==> src/rtl/serial_mag_comp.sv <==
// Bit-serial magnitude comparator: consumes W (a_bit, b_bit) pairs after a start
// pulse and reports a registered eq/gr/le result framed by a one-cycle done pulse.
module serial_mag_comp #(
  parameter int W         = 8,
  parameter bit MSB_FIRST = 1'b0
) (
  input  logic                     clk,
  input  logic                     rst_n,
  input  logic                     start,
  input  logic                     bit_valid,
  input  logic                     a_bit,
  input  logic                     b_bit,
  output logic                     busy,
  output logic                     done,
  output logic                     eq,
  output logic                     gr,
  output logic                     le,
  output logic [$clog2(W+1)-1:0]   cnt
);

  localparam int             CW   = $clog2(W + 1);
  localparam logic [CW-1:0]  LAST = CW'(W - 1);

  typedef enum logic [1:0] {
    IDLE = 2'd0,
    RUN  = 2'd1,
    DONE = 2'd2
  } state_t;

  typedef enum logic [1:0] {
    REL_EQ = 2'd0,
    REL_GR = 2'd1,
    REL_LE = 2'd2
  } rel_t;

  state_t         state, state_nxt;
  rel_t           rel, rel_nxt, rel_upd;
  logic [CW-1:0]  cnt_nxt;
  logic           eq_nxt, gr_nxt, le_nxt;

  // Relation after folding in the current pair. LSB-first: every differing bit is
  // more significant than the ones before it, so it overrides. MSB-first: only the
  // first differing bit matters, so rel is frozen once it leaves EQ.
  always_comb begin
    rel_upd = rel;
    if (a_bit != b_bit) begin
      if (!MSB_FIRST || rel == REL_EQ) begin
        rel_upd = a_bit ? REL_GR : REL_LE;
      end
    end
  end

  // NOTE: every signal written here gets a default first, so no path through the
  // case can leave a value unassigned and infer a latch.
  always_comb begin
    state_nxt = state;
    rel_nxt   = rel;
    cnt_nxt   = cnt;
    eq_nxt    = eq;
    gr_nxt    = gr;
    le_nxt    = le;
    busy      = 1'b0;
    done      = 1'b0;

    case (state)
      IDLE: begin
        if (start) begin
          state_nxt = RUN;
          rel_nxt   = REL_EQ;
          cnt_nxt   = '0;
          eq_nxt    = 1'b0;
          gr_nxt    = 1'b0;
          le_nxt    = 1'b0;
        end
      end

      RUN: begin
        busy = 1'b1;
        if (start) begin
          // Abort and restart; the pair presented with start is not consumed.
          rel_nxt = REL_EQ;
          cnt_nxt = '0;
          eq_nxt  = 1'b0;
          gr_nxt  = 1'b0;
          le_nxt  = 1'b0;
        end else if (bit_valid) begin
          rel_nxt = rel_upd;
          cnt_nxt = cnt + CW'(1);
          if (cnt == LAST) begin
            // Result registers load with the final relation so they are valid
            // in the same cycle done is raised.
            state_nxt = DONE;
            eq_nxt    = (rel_upd == REL_EQ);
            gr_nxt    = (rel_upd == REL_GR);
            le_nxt    = (rel_upd == REL_LE);
          end
        end
      end

      DONE: begin
        done = 1'b1;
        if (start) begin
          state_nxt = RUN;
          rel_nxt   = REL_EQ;
          cnt_nxt   = '0;
          eq_nxt    = 1'b0;
          gr_nxt    = 1'b0;
          le_nxt    = 1'b0;
        end else begin
          state_nxt = IDLE;
        end
      end

      default: begin
        state_nxt = IDLE;
      end
    endcase
  end

  // NOTE: sequential state uses non-blocking assignments so every register
  // samples the pre-edge values regardless of statement order.
  always_ff @(posedge clk or negedge rst_n) begin
    if (!rst_n) begin
      state <= IDLE;
      rel   <= REL_EQ;
      cnt   <= '0;
      eq    <= 1'b0;
      gr    <= 1'b0;
      le    <= 1'b0;
    end else begin
      state <= state_nxt;
      rel   <= rel_nxt;
      cnt   <= cnt_nxt;
      eq    <= eq_nxt;
      gr    <= gr_nxt;
      le    <= le_nxt;
    end
  end

  // Structural invariants of the result and counter.
  a_result_onehot0 : assert property (@(posedge clk) disable iff (!rst_n)
    $onehot0({eq, gr, le}));
  a_done_onehot    : assert property (@(posedge clk) disable iff (!rst_n)
    done |-> $onehot({eq, gr, le}));
  a_cnt_bound      : assert property (@(posedge clk) disable iff (!rst_n)
    cnt <= CW'(W));

endmodule

==> config.mk <==
export PLATFORM = sky130hd
export DESIGN_NAME = serial_mag_comp
export DESIGN_NICKNAME = d
export VERILOG_FILES = /design/src/rtl/serial_mag_comp.sv
export SDC_FILE = /design/constraint.sdc
export NUM_CORES = 1
export LEC_CHECK = 0
export CAP_MARGIN = 15
export CORE_MARGIN = 2
export CORE_UTILIZATION = 40
export CTS_CLUSTER_SIZE = 28
export DETAILED_ROUTE_END_ITERATION = 6
export PLACE_DENSITY = 0.78
export SYNTH_ARGS = -nofsm -noshare
export SYNTH_HDL_FRONTEND = slang
export SYNTH_SLANG_ARGS = --single-unit
export TNS_END_PERCENT = 5
==> constraint.sdc <==
create_clock -name clk -period 1.49 [get_ports clk]
set_input_delay 0.298 -clock clk [delete_from_list [all_inputs] [get_ports clk]]
set_output_delay 0.298 -clock clk [all_outputs]
set_load 0.01 [all_outputs]
==> metrics.txt, run 1 <==
status finished with violations; violated checks negative setup slack; CP cell instances ha_2 > and4b_1 > a22oi_2 > mux2_2; DR WL/cell 14.07 um; Clock Skew 0.005849 ns; vias per std cell 5.649; Max Cap Violations 0; hold crit path type in2async; unrepaired setup endpoints after global routing yes; Final Net Count 103; CP Data Required Time 1.65 ns; Std-Cell Rows 14; largest fanout on the critical path 3; Mapped Area 649.4 um2; Max stage delay cell, worst path dfrtp_1; Final ANT Viol Nets 0; GR Overflow Total 0; synthesis-stage register bit count 11; WL final 1562 um; via count 627; Overall Power 0.0007300 W; largest net degree at the start of global routing 12; Antenna diodes 0; Rel. slew slack 66.62%; initial antenna violation count 0; CTS H-tree depth 1; hpwl dp 1124 um; CP Launch Type flip-flop; Synth Area per Inst 9.839 um2; Worst Hold Slack 0.3476 ns; Die Span X 44.29 um; fraction of registers with async set/reset 100.0%; final worst path period share 102.3%; Core ar. 1506 um2; Post-Synthesis Cells 66; clk sinks 11; dpl cells 107; Pwr per Cell Area 791.6 nW/um2; Buf/Inv on CP 0; Distinct cells, synth 32; die area 1962 um2; vias in the first global route 584; Slew @ Worst Pin 0.4991 ns; Yosys Warn Count 0; io pins 15; CP Data Arrival Time 1.69 ns; Crit path largest cell delay 0.40 ns; Worst VDD drop 0.4617 mV; CTS clk-pin slew, worst paths 0.07 ns; non-filler cells, final 111; final setup vio count 3; crit end category flip-flop; Fin Setup TNS -0.07422 ns; Seq/Total Area, Yosys 42.39%; DRT Pass-1 Iters 4; gpl congestion 0.8255; count of pins over their slew limit 0; Initial Utilization 43.11%; CP top delay family flip-flops; fillers 129; achievable frequency 0.6564 GHz; final setup margin -0.03356 ns; Area Growth Syn to Fin 42.00%; first-pass GRT wire length 2594 um; static leakage 0.4451 nW; kind of critical path reg2reg; Port-buffer cells 14; Post-synth EDFFs 0; share of layout cells above drive strength 1 22.11%; Hold-fix buffers, CTS 0; ys flop type dfrtp_1; syn nets 73; post-layout min period 1.524 ns; Die Y 44.29 um; Worst-Skew Late Latency 0.28 ns; GRT Total Usage 19.10%; Hold Vio Cnt, Final 0; CTS max path bufs 2; Setup WS pre-CTS -0.2092 ns; Root Buffer clkbuf_4; DR iter-0 viols 12; commonest cells after routing, fill and taps aside buf_4, dfrtp_1, clkdlybuf4s50_1; DR DRC count 0; number of buffers created by CTS 3; most common cell after layout, fill and taps aside buf_4; CTS tree yes
## sequential cells by signal (all words and copies together), names as in the netlist
signal,flops
cnt,4
rel,2
state,2
eq,1
gr,1
le,1
## kinds of logic (layout without fill, tap and decap cells)
kind of cell	after synthesis	after routing	share of synthesized area, %
adders and majority gates	1	1	1.926
DFF	11	11	42.39
AOI/OAI and AO/OA	18	18	20.04
buffers and inverters	4	33	2.696
and+or+nand+nor	28	28	26.40
xor gates and xnor gates	1	1	1.349
muxes	3	3	5.202
## where the power goes
| group | leakage, nW | internal, W | total, W | switching [W] |
|---|---|---|---|---|
| logic | 0.288 | 0.0000975 | 0.000173 | 0.0000758 |
| registers | 0.143 | 0.000323 | 0.000345 | 0.0000217 |
| clock network | 0.0150 | 0.000104 | 0.000212 | 0.000108 |
| total | 0.445 | 0.000525 | 0.000730 | 0.000205 |
## metrics by stage
step / cell area, um2 / util [%]
6_report: 922.1 / 61.21
5_1_grt: 922.1 / 61.21
4_1_cts: 918.4 / 60.96
3_5_place_dp: 899.6 / 59.72
3_3_place_gp: 899.6 / 59.72
2_1_floorplan: 651.9 / -
## cells in the mapped netlist, types with 2 or more instances
master,number,area share [%]
dfrtp_1,11,42
nand2_1,5,2.9
o211ai_1,5,5.8
o21ai_0,5,3.9
nand3_1,4,3.1
nor2b_1,4,3.9
a21o_1,2,2.3
a221oi_1,2,2.7
inv_1,2,1.2
mux2_2,2,3.5
nor2_1,2,1.2
nor4_1,2,1.9
## final cells by class
| type | count | area [um2] | share of cell area, % |
|---|---|---|---|
| clock buffers | 4 | 26.28 | 2.849 |
| multi-input cells | 51 | 359.1 | 38.94 |
| inverters | 2 | 7.507 | 0.8141 |
| well taps | 16 | 20.02 | 2.171 |
| repair buffers | 27 | 234.0 | 25.37 |
| flip-flops and latches | 11 | 275.3 | 29.85 |
## repair_timing
item,in CTS,in global routing
hold endpoints to repair,0,0
setup buffers,0,0
setup endpoints to repair,9,5
pin swaps,0,0
resized for setup,6,2
## routing by layer
layer  vias up  GRT usage (%)  part of all wire (%)
li1        306              -                     -
met1       291          24.74                    44
met2        26          28.53                    46
met3         4          4.898                   7.4
met4         0          11.52                   2.4
met5         -              0                     0
## final timing paths
check                           slack, ns          startpoint  depth (start not counted)                  to
min in group clk                     0.50      gr$_DFFE_PN0P_                          1      gr$_DFFE_PN0P_
worst max-delay path                -0.03  cnt[0]$_DFFE_PN0P_                          4      eq$_DFFE_PN0P_
worst min-delay path                 0.35               rst_n                          1  cnt[2]$_DFFE_PN0P_
worst min register to register       0.50      gr$_DFFE_PN0P_                          1      gr$_DFFE_PN0P_
max in group asynchronous            0.80               rst_n                          1      eq$_DFFE_PN0P_
worst max register to register      -0.03  cnt[0]$_DFFE_PN0P_                          4      eq$_DFFE_PN0P_
Note: power is estimated with default switching activity, not from simulation.
==> run 2: changes to the inputs <==
GPL_TIMING_DRIVEN = 0   (was default)
==> run 2 against run 1 <==
The flow still finishes with violations (negative setup slack). Total power fell by 4.0%. Clock power hardly changed. Worst hold slack lost 0.047 ns. Critical path depth stayed put. Clock-buffer cell count did not move. Critical endpoint is now le$_DFFE_PN0P_. Highest routed layer unchanged.
==> metrics.txt, run 2 (same netlist as run 1, synthesis figures left out) <==
status finished with violations; violated checks negative setup slack; kind of critical path reg2reg; DRT Pass-1 Iters 4; DR iter-0 viols 16; dpl cells 95; largest net degree at the start of global routing 12; count of pins over their slew limit 0; DR DRC count 0; die area 1962 um2; initial antenna violation count 0; CTS clk-pin slew, worst paths 0.07 ns; most common cell after layout, fill and taps aside dfrtp_1; Worst Hold Slack 0.3006 ns; Slew @ Worst Pin 0.4843 ns; Final Net Count 91; Max Cap Violations 0; Final ANT Viol Nets 0; Hold-fix buffers, CTS 0; CTS tree yes; Pwr per Cell Area 841.1 nW/um2; max FFs per register 4; largest fanout on the critical path 5; Root Buffer clkbuf_4; gpl congestion 0.7889; unrepaired setup endpoints after global routing yes; Largest Register cnt; Core ar. 1506 um2; number of buffers created by CTS 3; commonest cells after routing, fill and taps aside dfrtp_1, clkdlybuf4s50_1, nand2_1, o21ai_0, o211ai_1; non-filler cells, final 99; Worst-Skew Late Latency 0.27 ns; static leakage 0.3967 nW; Initial Utilization 43.11%; Rel. slew slack 67.61%; CTS H-tree depth 1; Fin Setup TNS -0.2969 ns; vias in the first global route 556; DR WL/cell 14.10 um; Die Y 44.29 um; CP Data Required Time 1.65 ns; WL final 1396 um; CTS max path bufs 2; hold crit path type in2reg; vias per std cell 6.061; Area Growth Syn to Fin 28.32%; first-pass GRT wire length 2235 um; final worst path period share 106.4%; crit end category flip-flop; achievable frequency 0.6306 GHz; hpwl dp 981.4 um; Clock Skew 0.0002654 ns; post-layout min period 1.586 ns; Die Span X 44.29 um; Hold Vio Cnt, Final 0; CP Data Arrival Time 1.74 ns; share of layout cells above drive strength 1 13.25%; Antenna diodes 0; Overall Power 0.0007009 W; CP Launch Type flip-flop; GRT Total Usage 15.61%; GR Overflow Total 0; clk sinks 11; via count 600; Port-buffer cells 13; Std-Cell Rows 14; io pins 15; final setup margin -0.09588 ns; final setup vio count 4; Worst VDD drop 0.5010 mV; top flop regs cnt x4, rel x2, state x2
run 2: critical path: stages, from the launching register on:
cell     delay [ns]
dfrtp_1        0.43
ha_2           0.21
and4b_1        0.21
a22oi_2        0.26
mux2_2         0.37
run 2: worst paths after layout:
kind	from	to	cells after the start	slack, ns
min in group asynchronous	rst_n	state[0]$_DFFE_PN0P_	1	0.35
hold reg to reg	gr$_DFFE_PN0P_	gr$_DFFE_PN0P_	1	0.49
max in group asynchronous	rst_n	eq$_DFFE_PN0P_	1	0.81
hold / removal	start	state[1]$_DFFE_PN0P_	2	0.30
setup reg to reg	cnt[0]$_DFFE_PN0P_	le$_DFFE_PN0P_	4	-0.1
setup / recovery	cnt[0]$_DFFE_PN0P_	le$_DFFE_PN0P_	4	-0.1
run 2: area by class of cell:
| class | count | area (um2) |
|---|---|---|
| clock buffers | 4 | 26.28 |
| fillers | 144 | 673.1 |
| repair buffers | 13 | 132.6 |
| plain buffers | 2 | 12.51 |
| flip-flops and latches | 11 | 275.3 |
| well taps | 16 | 20.02 |
| multi-input cells | 51 | 359.1 |
| inverters | 2 | 7.507 |
run 2: through the flow:
| stage | setup slack, ns | instance area, um2 | util [%] |
|---|---|---|---|
| global placement | -0.2556 | 802.0 | 53.24 |
| CTS | -0.09837 | 827.0 | 54.90 |
| floorplan | -0.007269 | 651.9 | - |
| finish | -0.09588 | 833.3 | 55.32 |
| detailed placement | -0.2691 | 802.0 | 53.24 |
| global route | -0.1596 | 833.3 | 55.32 |
run 2: routing by layer:
| layer | vias to the layer above | GRT usage [%] | share of wire, % |
|---|---|---|---|
| li1 | 279 | - | - |
| met4 | 0 | 7.273 | 0.93 |
| met1 | 297 | 18.86 | 46 |
| met2 | 22 | 26.18 | 47 |
| met5 | - | 0 | 0 |
| met3 | 2 | 3.673 | 5.9 |
run 2: what timing repair did:
action	CTS	global route
cloned	0	0
buffers inserted	0	0
gates resized for setup	8	3
setup endpoints to repair	9	7
endpoints found under the hold margin	0	0
run 2: power breakdown:
group          switching (W)  internal, W  total [W]
logic              0.0000666    0.0000768   0.000143
clock network       0.000106     0.000104   0.000210
registers          0.0000249     0.000323   0.000348
